File: src/rtl/elc3_ctrl_pkg.sv
// Shared eLC-3 control definitions: sequencer states, opcodes and datapath mux/function encodings.
package elc3_ctrl_pkg;

    typedef enum logic [4:0] {
        StHalted, StLoadPc, StFetch1, StFetch2, StFetch3, StDecode,
        StExec, StBrTake, StJmp, StJsr1, StJsr2, StLea,
        StMemAddr, StIndRead, StIndMar, StIndHold, StLdRead, StLdWb,
        StStMdr, StStWrite, StTrap1, StTrap2, StTrap3, StTrap4,
        StMulStart, StMulWait0, StMulWait, StMulWb, StPause1, StPause2
    } state_e;

    localparam logic [3:0] OpBr    = 4'b0000;
    localparam logic [3:0] OpAdd   = 4'b0001;
    localparam logic [3:0] OpLd    = 4'b0010;
    localparam logic [3:0] OpSt    = 4'b0011;
    localparam logic [3:0] OpJsr   = 4'b0100;
    localparam logic [3:0] OpAnd   = 4'b0101;
    localparam logic [3:0] OpLdr   = 4'b0110;
    localparam logic [3:0] OpStr   = 4'b0111;
    localparam logic [3:0] OpMul   = 4'b1000;
    localparam logic [3:0] OpNot   = 4'b1001;
    localparam logic [3:0] OpLdi   = 4'b1010;
    localparam logic [3:0] OpSti   = 4'b1011;
    localparam logic [3:0] OpJmp   = 4'b1100;
    localparam logic [3:0] OpPause = 4'b1101;
    localparam logic [3:0] OpLea   = 4'b1110;
    localparam logic [3:0] OpTrap  = 4'b1111;

    localparam logic [1:0] AlukAdd   = 2'd0;
    localparam logic [1:0] AlukAnd   = 2'd1;
    localparam logic [1:0] AlukNot   = 2'd2;
    localparam logic [1:0] AlukPassA = 2'd3;

    localparam logic [1:0] PcmuxInc   = 2'd0;
    localparam logic [1:0] PcmuxBus   = 2'd1;
    localparam logic [1:0] PcmuxAdder = 2'd2;
    localparam logic [1:0] PcmuxIn    = 2'd3;

    localparam logic [1:0] DrmuxIr = 2'd0;
    localparam logic [1:0] DrmuxR7 = 2'd1;
    localparam logic [1:0] DrmuxR6 = 2'd2;

    localparam logic [1:0] Sr1muxIr119 = 2'd0;
    localparam logic [1:0] Sr1muxIr86  = 2'd1;

    localparam logic [1:0] Addr2Zero  = 2'd0;
    localparam logic [1:0] Addr2Off6  = 2'd1;
    localparam logic [1:0] Addr2Off9  = 2'd2;
    localparam logic [1:0] Addr2Off11 = 2'd3;

    typedef struct packed {
        logic       ld_mar, ld_mdr, ld_ir, ld_ben, ld_reg, ld_cc, ld_pc;
        logic       gate_pc, gate_mdr, gate_mul, gate_alu, gate_marmux;
        logic       addr1mux, sr2mux, marmux, mio_en, mul_en;
        logic [1:0] addr2mux, pcmux, drmux, sr1mux, aluk;
        logic       mem_oe, mem_we, halted;
    } ctrl_t;

endpackage

File: src/rtl/mem_wait_timer.sv
// Counts the cycles of one memory bus window; o_last marks the final cycle of the window.
module mem_wait_timer #(
    parameter int unsigned MEM_WAIT = 2
) (
    input  logic i_clk,
    input  logic i_rst_n,
    input  logic i_active,
    output logic o_last
);
    localparam int unsigned CntW = (MEM_WAIT > 1) ? $clog2(MEM_WAIT) : 1;
    localparam logic [CntW-1:0] Preload = CntW'(MEM_WAIT - 1);

    logic [CntW-1:0] r_cnt;

    assign o_last = i_active && (r_cnt == '0);

    // Reloading on the last cycle lets two windows run back to back.
    always_ff @(posedge i_clk or negedge i_rst_n) begin
        if (!i_rst_n) begin
            r_cnt <= '0;
        end else if (!i_active || o_last) begin
            r_cnt <= Preload;
        end else begin
            r_cnt <= r_cnt - 1'b1;
        end
    end

endmodule

File: src/rtl/control_unit.sv
// eLC-3 multi-cycle Moore control sequencer driving datapath loads, gates, muxes and SRAM strobes.
module control_unit
    import elc3_ctrl_pkg::*;
#(
    parameter int unsigned MEM_WAIT = 2
) (
    input  logic       i_clk,
    input  logic       i_rst_n,
    input  logic       i_run,
    input  logic       i_continue,
    input  logic [3:0] i_ir_15_12,
    input  logic       i_ir_5,
    input  logic       i_ir_11,
    input  logic       i_ben,
    input  logic       i_mul_r,
    output logic       o_ld_mar,
    output logic       o_ld_mdr,
    output logic       o_ld_ir,
    output logic       o_ld_ben,
    output logic       o_ld_reg,
    output logic       o_ld_cc,
    output logic       o_ld_pc,
    output logic       o_gate_pc,
    output logic       o_gate_mdr,
    output logic       o_gate_mul,
    output logic       o_gate_alu,
    output logic       o_gate_marmux,
    output logic       o_addr1mux,
    output logic       o_sr2mux,
    output logic       o_marmux,
    output logic       o_mio_en,
    output logic       o_mul_en,
    output logic [1:0] o_addr2mux,
    output logic [1:0] o_pcmux,
    output logic [1:0] o_drmux,
    output logic [1:0] o_sr1mux,
    output logic [1:0] o_aluk,
    output logic       o_mem_oe,
    output logic       o_mem_we,
    output logic       o_halted
);
    state_e r_state;
    state_e w_state_d;
    ctrl_t  w_ctrl;
    logic   w_last;
    logic   w_base_reg;

    mem_wait_timer #(.MEM_WAIT(MEM_WAIT)) u_timer (
        .i_clk    (i_clk),
        .i_rst_n  (i_rst_n),
        .i_active (w_ctrl.mem_oe | w_ctrl.mem_we),
        .o_last   (w_last)
    );

    // LDR/STR form their address from a base register, the other memory ops from PC.
    assign w_base_reg = (i_ir_15_12 == OpLdr) || (i_ir_15_12 == OpStr);

    always_ff @(posedge i_clk or negedge i_rst_n) begin
        if (!i_rst_n) begin
            r_state <= StHalted;
        end else begin
            r_state <= w_state_d;
        end
    end

    always_comb begin
        w_ctrl    = '0;
        w_state_d = r_state;
        case (r_state)
            StHalted: begin
                w_ctrl.halted = 1'b1;
                if (i_run) w_state_d = StLoadPc;
            end
            StLoadPc: begin
                w_ctrl.ld_pc = 1'b1;
                w_ctrl.pcmux = PcmuxIn;
                w_state_d    = StFetch1;
            end
            StFetch1: begin
                w_ctrl.gate_pc = 1'b1;
                w_ctrl.ld_mar  = 1'b1;
                w_ctrl.ld_pc   = 1'b1;
                w_ctrl.pcmux   = PcmuxInc;
                w_state_d      = StFetch2;
            end
            StFetch2, StIndRead, StLdRead, StTrap3: begin
                w_ctrl.mem_oe = 1'b1;
                w_ctrl.mio_en = 1'b1;
                w_ctrl.ld_mdr = w_last;
                if (w_last) begin
                    unique case (r_state)
                        StFetch2:  w_state_d = StFetch3;
                        StIndRead: w_state_d = StIndMar;
                        StLdRead:  w_state_d = StLdWb;
                        default:   w_state_d = StTrap4;
                    endcase
                end
            end
            StFetch3: begin
                w_ctrl.gate_mdr = 1'b1;
                w_ctrl.ld_ir    = 1'b1;
                w_state_d       = StDecode;
            end
            StDecode: begin
                w_ctrl.ld_ben = 1'b1;
                case (i_ir_15_12)
                    OpAdd, OpAnd, OpNot:              w_state_d = StExec;
                    OpBr:                             w_state_d = i_ben ? StBrTake : StFetch1;
                    OpJmp:                            w_state_d = StJmp;
                    OpJsr:                            w_state_d = StJsr1;
                    OpLd, OpLdr, OpLdi, OpSt, OpStr,
                    OpSti:                            w_state_d = StMemAddr;
                    OpLea:                            w_state_d = StLea;
                    OpTrap:                           w_state_d = StTrap1;
                    OpMul:                            w_state_d = StMulStart;
                    OpPause:                          w_state_d = StPause1;
                    default:                          w_state_d = StFetch1;
                endcase
            end
            StExec: begin
                w_ctrl.sr1mux   = Sr1muxIr86;
                w_ctrl.sr2mux   = i_ir_5;
                w_ctrl.aluk     = (i_ir_15_12 == OpAnd) ? AlukAnd :
                                  (i_ir_15_12 == OpNot) ? AlukNot : AlukAdd;
                w_ctrl.gate_alu = 1'b1;
                w_ctrl.ld_reg   = 1'b1;
                w_ctrl.ld_cc    = 1'b1;
                w_ctrl.drmux    = DrmuxIr;
                w_state_d       = StFetch1;
            end
            StBrTake: begin
                w_ctrl.pcmux    = PcmuxAdder;
                w_ctrl.addr2mux = Addr2Off9;
                w_ctrl.ld_pc    = 1'b1;
                w_state_d       = StFetch1;
            end
            StJmp: begin
                w_ctrl.sr1mux   = Sr1muxIr86;
                w_ctrl.addr1mux = 1'b1;
                w_ctrl.addr2mux = Addr2Zero;
                w_ctrl.pcmux    = PcmuxAdder;
                w_ctrl.ld_pc    = 1'b1;
                w_state_d       = StFetch1;
            end
            StJsr1, StTrap1: begin
                w_ctrl.gate_pc = 1'b1;
                w_ctrl.drmux   = DrmuxR7;
                w_ctrl.ld_reg  = 1'b1;
                w_state_d      = (r_state == StJsr1) ? StJsr2 : StTrap2;
            end
            StJsr2: begin
                if (i_ir_11) begin
                    w_ctrl.addr2mux = Addr2Off11;
                end else begin
                    w_ctrl.sr1mux   = Sr1muxIr86;
                    w_ctrl.addr1mux = 1'b1;
                    w_ctrl.addr2mux = Addr2Zero;
                end
                w_ctrl.pcmux = PcmuxAdder;
                w_ctrl.ld_pc = 1'b1;
                w_state_d    = StFetch1;
            end
            StLea: begin
                w_ctrl.gate_marmux = 1'b1;
                w_ctrl.marmux      = 1'b1;
                w_ctrl.addr2mux    = Addr2Off9;
                w_ctrl.ld_reg      = 1'b1;
                w_ctrl.ld_cc       = 1'b1;
                w_state_d          = StFetch1;
            end
            StMemAddr: begin
                w_ctrl.gate_marmux = 1'b1;
                w_ctrl.marmux      = 1'b1;
                w_ctrl.ld_mar      = 1'b1;
                w_ctrl.sr1mux      = w_base_reg ? Sr1muxIr86 : Sr1muxIr119;
                w_ctrl.addr1mux    = w_base_reg;
                w_ctrl.addr2mux    = w_base_reg ? Addr2Off6 : Addr2Off9;
                if ((i_ir_15_12 == OpLdi) || (i_ir_15_12 == OpSti)) w_state_d = StIndRead;
                else if ((i_ir_15_12 == OpSt) || (i_ir_15_12 == OpStr)) w_state_d = StStMdr;
                else w_state_d = StLdRead;
            end
            StIndMar: begin
                w_ctrl.gate_mdr = 1'b1;
                w_ctrl.ld_mar   = 1'b1;
                w_state_d       = StIndHold;
            end
            // Idle cycle gives the freshly loaded pointer address full setup before the next access.
            StIndHold: w_state_d = (i_ir_15_12 == OpSti) ? StStMdr : StLdRead;
            StLdWb, StTrap4: begin
                w_ctrl.gate_mdr = 1'b1;
                w_ctrl.ld_reg   = (r_state == StLdWb);
                w_ctrl.ld_cc    = (r_state == StLdWb);
                w_ctrl.pcmux    = (r_state == StTrap4) ? PcmuxBus : PcmuxInc;
                w_ctrl.ld_pc    = (r_state == StTrap4);
                w_state_d       = StFetch1;
            end
            StStMdr: begin
                w_ctrl.sr1mux   = Sr1muxIr119;
                w_ctrl.aluk     = AlukPassA;
                w_ctrl.gate_alu = 1'b1;
                w_ctrl.ld_mdr   = 1'b1;
                w_state_d       = StStWrite;
            end
            StStWrite: begin
                w_ctrl.mem_we = 1'b1;
                if (w_last) w_state_d = StFetch1;
            end
            StTrap2: begin
                w_ctrl.gate_marmux = 1'b1;
                w_ctrl.ld_mar      = 1'b1;
                w_state_d          = StTrap3;
            end
            StMulStart: begin
                w_ctrl.mul_en = 1'b1;
                w_state_d     = StMulWait0;
            end
            // MUL_R may still be high from the previous multiply, so the first wait cycle ignores it.
            StMulWait0, StMulWait: begin
                w_ctrl.sr1mux = Sr1muxIr86;
                w_ctrl.sr2mux = i_ir_5;
                if (r_state == StMulWait0) w_state_d = StMulWait;
                else if (i_mul_r) w_state_d = StMulWb;
            end
            StMulWb: begin
                w_ctrl.gate_mul = 1'b1;
                w_ctrl.ld_reg   = 1'b1;
                w_ctrl.ld_cc    = 1'b1;
                w_ctrl.drmux    = DrmuxIr;
                w_state_d       = StFetch1;
            end
            StPause1: begin
                w_ctrl.halted = 1'b1;
                if (i_continue) w_state_d = StPause2;
            end
            StPause2: begin
                w_ctrl.halted = 1'b1;
                if (!i_continue) w_state_d = StFetch1;
            end
            default: w_state_d = StHalted;
        endcase
    end

    assign o_ld_mar      = w_ctrl.ld_mar;
    assign o_ld_mdr      = w_ctrl.ld_mdr;
    assign o_ld_ir       = w_ctrl.ld_ir;
    assign o_ld_ben      = w_ctrl.ld_ben;
    assign o_ld_reg      = w_ctrl.ld_reg;
    assign o_ld_cc       = w_ctrl.ld_cc;
    assign o_ld_pc       = w_ctrl.ld_pc;
    assign o_gate_pc     = w_ctrl.gate_pc;
    assign o_gate_mdr    = w_ctrl.gate_mdr;
    assign o_gate_mul    = w_ctrl.gate_mul;
    assign o_gate_alu    = w_ctrl.gate_alu;
    assign o_gate_marmux = w_ctrl.gate_marmux;
    assign o_addr1mux    = w_ctrl.addr1mux;
    assign o_sr2mux      = w_ctrl.sr2mux;
    assign o_marmux      = w_ctrl.marmux;
    assign o_mio_en      = w_ctrl.mio_en;
    assign o_mul_en      = w_ctrl.mul_en;
    assign o_addr2mux    = w_ctrl.addr2mux;
    assign o_pcmux       = w_ctrl.pcmux;
    assign o_drmux       = w_ctrl.drmux;
    assign o_sr1mux      = w_ctrl.sr1mux;
    assign o_aluk        = w_ctrl.aluk;
    assign o_mem_oe      = w_ctrl.mem_oe;
    assign o_mem_we      = w_ctrl.mem_we;
    assign o_halted      = w_ctrl.halted;

endmodule
File: config.mk
export PLATFORM = sky130hd
export DESIGN_NAME = control_unit
export DESIGN_NICKNAME = d
export VERILOG_FILES = /design/src/rtl/elc3_ctrl_pkg.sv /design/src/rtl/mem_wait_timer.sv /design/src/rtl/control_unit.sv
export SDC_FILE = /design/constraint.sdc
export NUM_CORES = 1
export LEC_CHECK = 0
export ABC_AREA = 1
export BUFFER_PORTS_ARGS = -buffer_cell sky130_fd_sc_hd__buf_2
export CORE_MARGIN = 4
export CORE_UTILIZATION = 45
export DETAILED_ROUTE_END_ITERATION = 7
export PLACE_DENSITY = 0.78
export SLEW_MARGIN = 20
export SYNTH_ARGS = -nofsm -noshare
export SYNTH_HDL_FRONTEND = slang
export SYNTH_HIERARCHICAL = 1
export SYNTH_SLANG_ARGS = --single-unit
File: constraint.sdc
create_clock -name i_clk -period 1.9 [get_ports i_clk]
set_clock_uncertainty 0.15 [all_clocks]
set_input_delay 0.285 -clock i_clk [delete_from_list [all_inputs] [get_ports i_clk]]
set_output_delay 0.285 -clock i_clk [all_outputs]
set_load 0.1 [all_outputs]
==> flow_metrics.env, run 1 <==
export IMPL_synth_largest_area_cell="nand2_1"
export IMPL_die_width_um=59.1
export IMPL_numCtsBuffers=3
export IMPL_clock_sinks=6
export IMPL_synth_seq_area_share_pct=12.8
export IMPL_rows=18
export IMPL_synthCells=220
export IMPL_hold_buffers=1
export IMPL_start_util_pct=47.4
export IMPL_dp_hpwl_mm=5.08
export IMPL_io_pins=42
export IMPL_cts_setup_buffers=25
export IMPL_dpl_cell_count=334
export IMPL_synth_top_area_share_pct=20.4
export IMPL_placed_area_um2=2330
export IMPL_synth_seq_cells=6
export IMPL_place_congestion=0.988
export IMPL_tool_error="[ERROR DPL-0038] Utilization greater than 100%, impossible to legalize"
export IMPL_yosysWarnings=6
export IMPL_syn_area_um2=1170
export IMPL_cts_resized=67
export IMPL_stop_stage="clock tree synthesis"
export IMPL_status="did not finish"
export IMPL_syn_area_per_cell_um2=5.34
export IMPL_synth_area_leaders="nand2_1 20%, dfrtp_1 13%, nand3_1 13%"
export IMPL_die_y_um=59.1
export IMPL_yosysUniqueCellTypes=32
export IMPL_root_buffer="clkbuf_4"
export IMPL_cts_path_max_buffers=2
export IMPL_port_buffers=39
export IMPL_htreeDepth=1
## per-stage QoR
step                      hold slack (ns)  worst slack [ns]
after floorplan                    -0.161             -1.44
after global placement            -0.0366            -0.137
after detailed placement          -0.0367            -0.290
## cells in the mapped netlist (all sizes together)
library cell	count
nand2	67
nor2	41
inv	31
nand3	31
o21ai	10
nand4	8
buf	7
dfrtp	6
a21oi	3
nor3	3
nand3b	2
o211ai	2
a31oi	1
and2	1
clkbuf	1
clkinv	1
conb	1
o2111ai	1
o21bai	1
o31ai	1
or3	1
## logic make-up after synthesis
kind of cell,count (synthesis),synth area share (%)
AND/OR/NAND/NOR,154,62.6
buffers and inverters,40,14.9
AO/OA/AOI/OAI,19,9.37
flip-flops,6,12.8
other,1,0.319
==> run 2: changes to the inputs <==
--- a/config.mk
+++ b/config.mk
@@ -7,10 +7,10 @@
 export LEC_CHECK = 0
 export ABC_AREA = 1
 export BUFFER_PORTS_ARGS = -buffer_cell sky130_fd_sc_hd__buf_2
-export CORE_MARGIN = 4
-export CORE_UTILIZATION = 45
+export CORE_AREA = 4 4 65 67
 export DETAILED_ROUTE_END_ITERATION = 7
-export PLACE_DENSITY = 0.78
+export DIE_AREA = 0 0 69 71
+export PLACE_DENSITY_LB_ADDON = 0.15
 export SLEW_MARGIN = 20
 export SYNTH_ARGS = -nofsm -noshare
 export SYNTH_HDL_FRONTEND = slang
==> constraint.sdc (replaced) <==
create_clock -name i_clk -period 2.47 [get_ports i_clk]
set_clock_uncertainty 0.15 [all_clocks]
set_input_delay 0.3705 -clock i_clk [delete_from_list [all_inputs] [get_ports i_clk]]
set_output_delay 0.3705 -clock i_clk [all_outputs]
set_load 0.1 [all_outputs]
==> run 2 against run 1 <==
  * The run now ends clean
  * Synthesized cell count unchanged
  * Synthesized area stayed put
==> flow_metrics.env, run 2 <==
export IMPL_status="finished, final reports clean"
export IMPL_final_cell_mix="62 x nand2_1, 30 x nor2_1, 29 x nand3_1, 22 x inv_1"
export IMPL_totalWireLength_mm=4.08
export IMPL_max_clock_freq_mhz=416
export IMPL_path_cells="nor2_4 -> nand2_4 -> nor2_4 -> nor2_4 -> nand3_2 -> inv_1 -> nor2_2 -> inv_1 -> o21ai_2 -> buf_12"
export IMPL_synthTopCellsByCount="64 x nand2_1, 32 x nor2_1, 30 x nand3_1"
export IMPL_path_clk_slew_ns=0.03
export IMPL_final_period_utilization_pct=97.2
export IMPL_final_nets=277
export IMPL_cp_max_fo=8
export IMPL_final_common_cell="nand2_1"
export IMPL_nFillCells=390
export IMPL_critical_path_class="register to primary output"
export IMPL_async_flop_share_pct=100
export IMPL_area_growth_pct=57.1
export IMPL_grt_overflow=0
export IMPL_reg2reg_setup_slack_ns=0.55
export IMPL_syn_area_um2=1170
export IMPL_synthCells=220
export IMPL_worst_path_most_repeated_cell="nor2_4"
export IMPL_synth_largest_area_cell="nand2_1"
export IMPL_port_buffers=39
export IMPL_vias=1576
export IMPL_grt_pass1_vias=1424
export IMPL_fp_dieArea_um2=4900
export IMPL_rows=22
export IMPL_post_route_drc_count=0
export IMPL_io_pins=42
export IMPL_cp_depth=10
export IMPL_numCtsBuffers=3
export IMPL_worst_ep_required_time_ns=1.95
export IMPL_setup_viol=0
export IMPL_core_um2=3630
export IMPL_crit_arrival_ns=1.88
export IMPL_dpl_cell_count=302
export IMPL_synth_edff_count=0
export IMPL_crit_path_top_delay_cell="dfrtp_2"
export IMPL_rsz0062_at_grt="yes"
export IMPL_cp_top_family="simple AND/OR/NAND/NOR gates"
export IMPL_whs_path_depth=1
export IMPL_yosysUniqueCellTypes=32
export IMPL_path_buf_inv=3
export IMPL_place_congestion=0.938
export IMPL_post_route_util_pct=50.8
export IMPL_die_y_um=71
export IMPL_synth_most_common_cell="nand2_1"
export IMPL_end_kind="primary output"
export IMPL_reg_top3="r_state (5), u_timer/r_cnt (1)"
export IMPL_grt_pass1_wl_mm=6.63
export IMPL_synth_top_area_share_pct=20.4
export IMPL_grt_max_degree=16
export IMPL_fin_setup_tns_ns=0
export IMPL_clock_sinks=6
export IMPL_die_width_um=69
export IMPL_cts_tree="yes"
export IMPL_ff2ff_path_depth=12
export IMPL_root_buffer="clkbuf_8"
export IMPL_fin_cells=312
export IMPL_maxSlewViolCount=0
export IMPL_antenna_found_initial=0
export IMPL_hold_viol=0
export IMPL_ant_nets=0
export IMPL_largest_register="r_state"
export IMPL_grt_total_usage_pct=15.9
export IMPL_dp_hpwl_mm=3.37
export IMPL_fin_crit_ns=2.40
export IMPL_drt_iter0_drc=156
export IMPL_yosysWarnings=6
export IMPL_synth_seq_cells=6
export IMPL_hold_path_class="register to register"
export IMPL_start_util_pct=32.3
export IMPL_slowest_delay_ns=0.49
export IMPL_critPathLaunchType="register"
export IMPL_largest_reg_flops=5
export IMPL_avgRoutedWirePerCell_um=13.1
export IMPL_maxCapViolations=0
export IMPL_synth_seq_area_share_pct=12.8
export IMPL_dr_pass1_iters=4
export IMPL_synthFlopType="dfrtp_1"
export IMPL_vias_per_cell=5.05
export IMPL_syn_area_per_cell_um2=5.34
export IMPL_drive_gt1_share_pct=33.7
export IMPL_synth_area_leaders="nand2_1 20%, dfrtp_1 13%, nand3_1 13%"
export IMPL_num_antenna_cells=0
export IMPL_clk_latency_ns=0.23
export IMPL_cts_path_max_buffers=2
export IMPL_htreeDepth=1
[run 2: worst register-to-register path: stages (launching register included)]
cell and delay, ns:
dfrtp_2 0.49, nor2_4 0.24, nand2_4 0.08, nor2_4 0.12
nor2_4 0.06, nand3_2 0.09, inv_1 0.06, nor2_2 0.08
inv_1 0.08, nand2_2 0.08, nand3b_4 0.12, nand2_1 0.08
o21ai_1 0.07
[run 2: kinds of logic (layout without fill, tap and decap cells)]
kind of cell / after synthesis / in the layout / share of synthesized area (%)
AOI/OAI and AO/OA: 19 / 19 / 9.37
buffers and inverters: 40 / 83 / 14.9
DFF: 6 / 6 / 12.8
other: 1 / 2 / 0.319
and+or+nand+nor: 154 / 154 / 62.6
[run 2: final timing paths]
check                                        start                       to
setup reg to reg            r_state[1]$_DFFE_PN0P_   r_state[4]$_DFFE_PN0P_
setup / recovery            r_state[1]$_DFFE_PN0P_                 o_ld_mdr
hold reg to reg            u_timer/r_cnt$_DFF_PN0_  u_timer/r_cnt$_DFF_PN0_
min in group asynchronous                  i_rst_n   r_state[0]$_DFFE_PN0P_
max in group asynchronous                  i_rst_n   r_state[1]$_DFFE_PN0P_
hold / removal             u_timer/r_cnt$_DFF_PN0_  u_timer/r_cnt$_DFF_PN0_
[run 2: routing by layer]
metal | part of all wire (%) | GRT usage [%] | up-vias
li1 | - | - | 797
met1 | 43 | 20.9 | 709
met2 | 49 | 26.2 | 58
met3 | 5.9 | 2.41 | 12
met4 | 2.4 | 5.64 | 0
met5 | 0 | 0 | -
[run 2: timing repair]
item | in CTS | in global routing
hold buffers | 1 | 0
resized for setup | 7 | 5
pin swaps | 1 | 2
buffers inserted | 0 | 5
setup endpoints to repair | 2 | 5
hold endpoints to repair | 6 | 0
[run 2: area by class of cell]
class / instances / area, µm² / area share [%]
multi-input cells: 175 / 905 / 49.0
repair buffers: 47 / 546 / 29.6
flip-flops and latches: 6 / 156 / 8.47
inverters: 32 / 134 / 7.25
well taps: 48 / 60.1 / 3.25
clock buffers: 4 / 45.0 / 2.44
[run 2: metrics by stage]
stage                     hold slack, ns  worst slack (ns)  area [µm²]
after floorplan                  -0.0751            -0.959        1220
after detailed placement          0.0530            0.0882        1720
after global placement            0.0511             0.150        1720
final                              0.308            0.0688        1850
after CTS                          0.314            0.0184        1790
after global routing               0.327           -0.0371        1850
Power of run 2 is left out: the tool's default activity adds up to more than one toggle a clock period on the data nets, which glitch-free logic cannot reach.
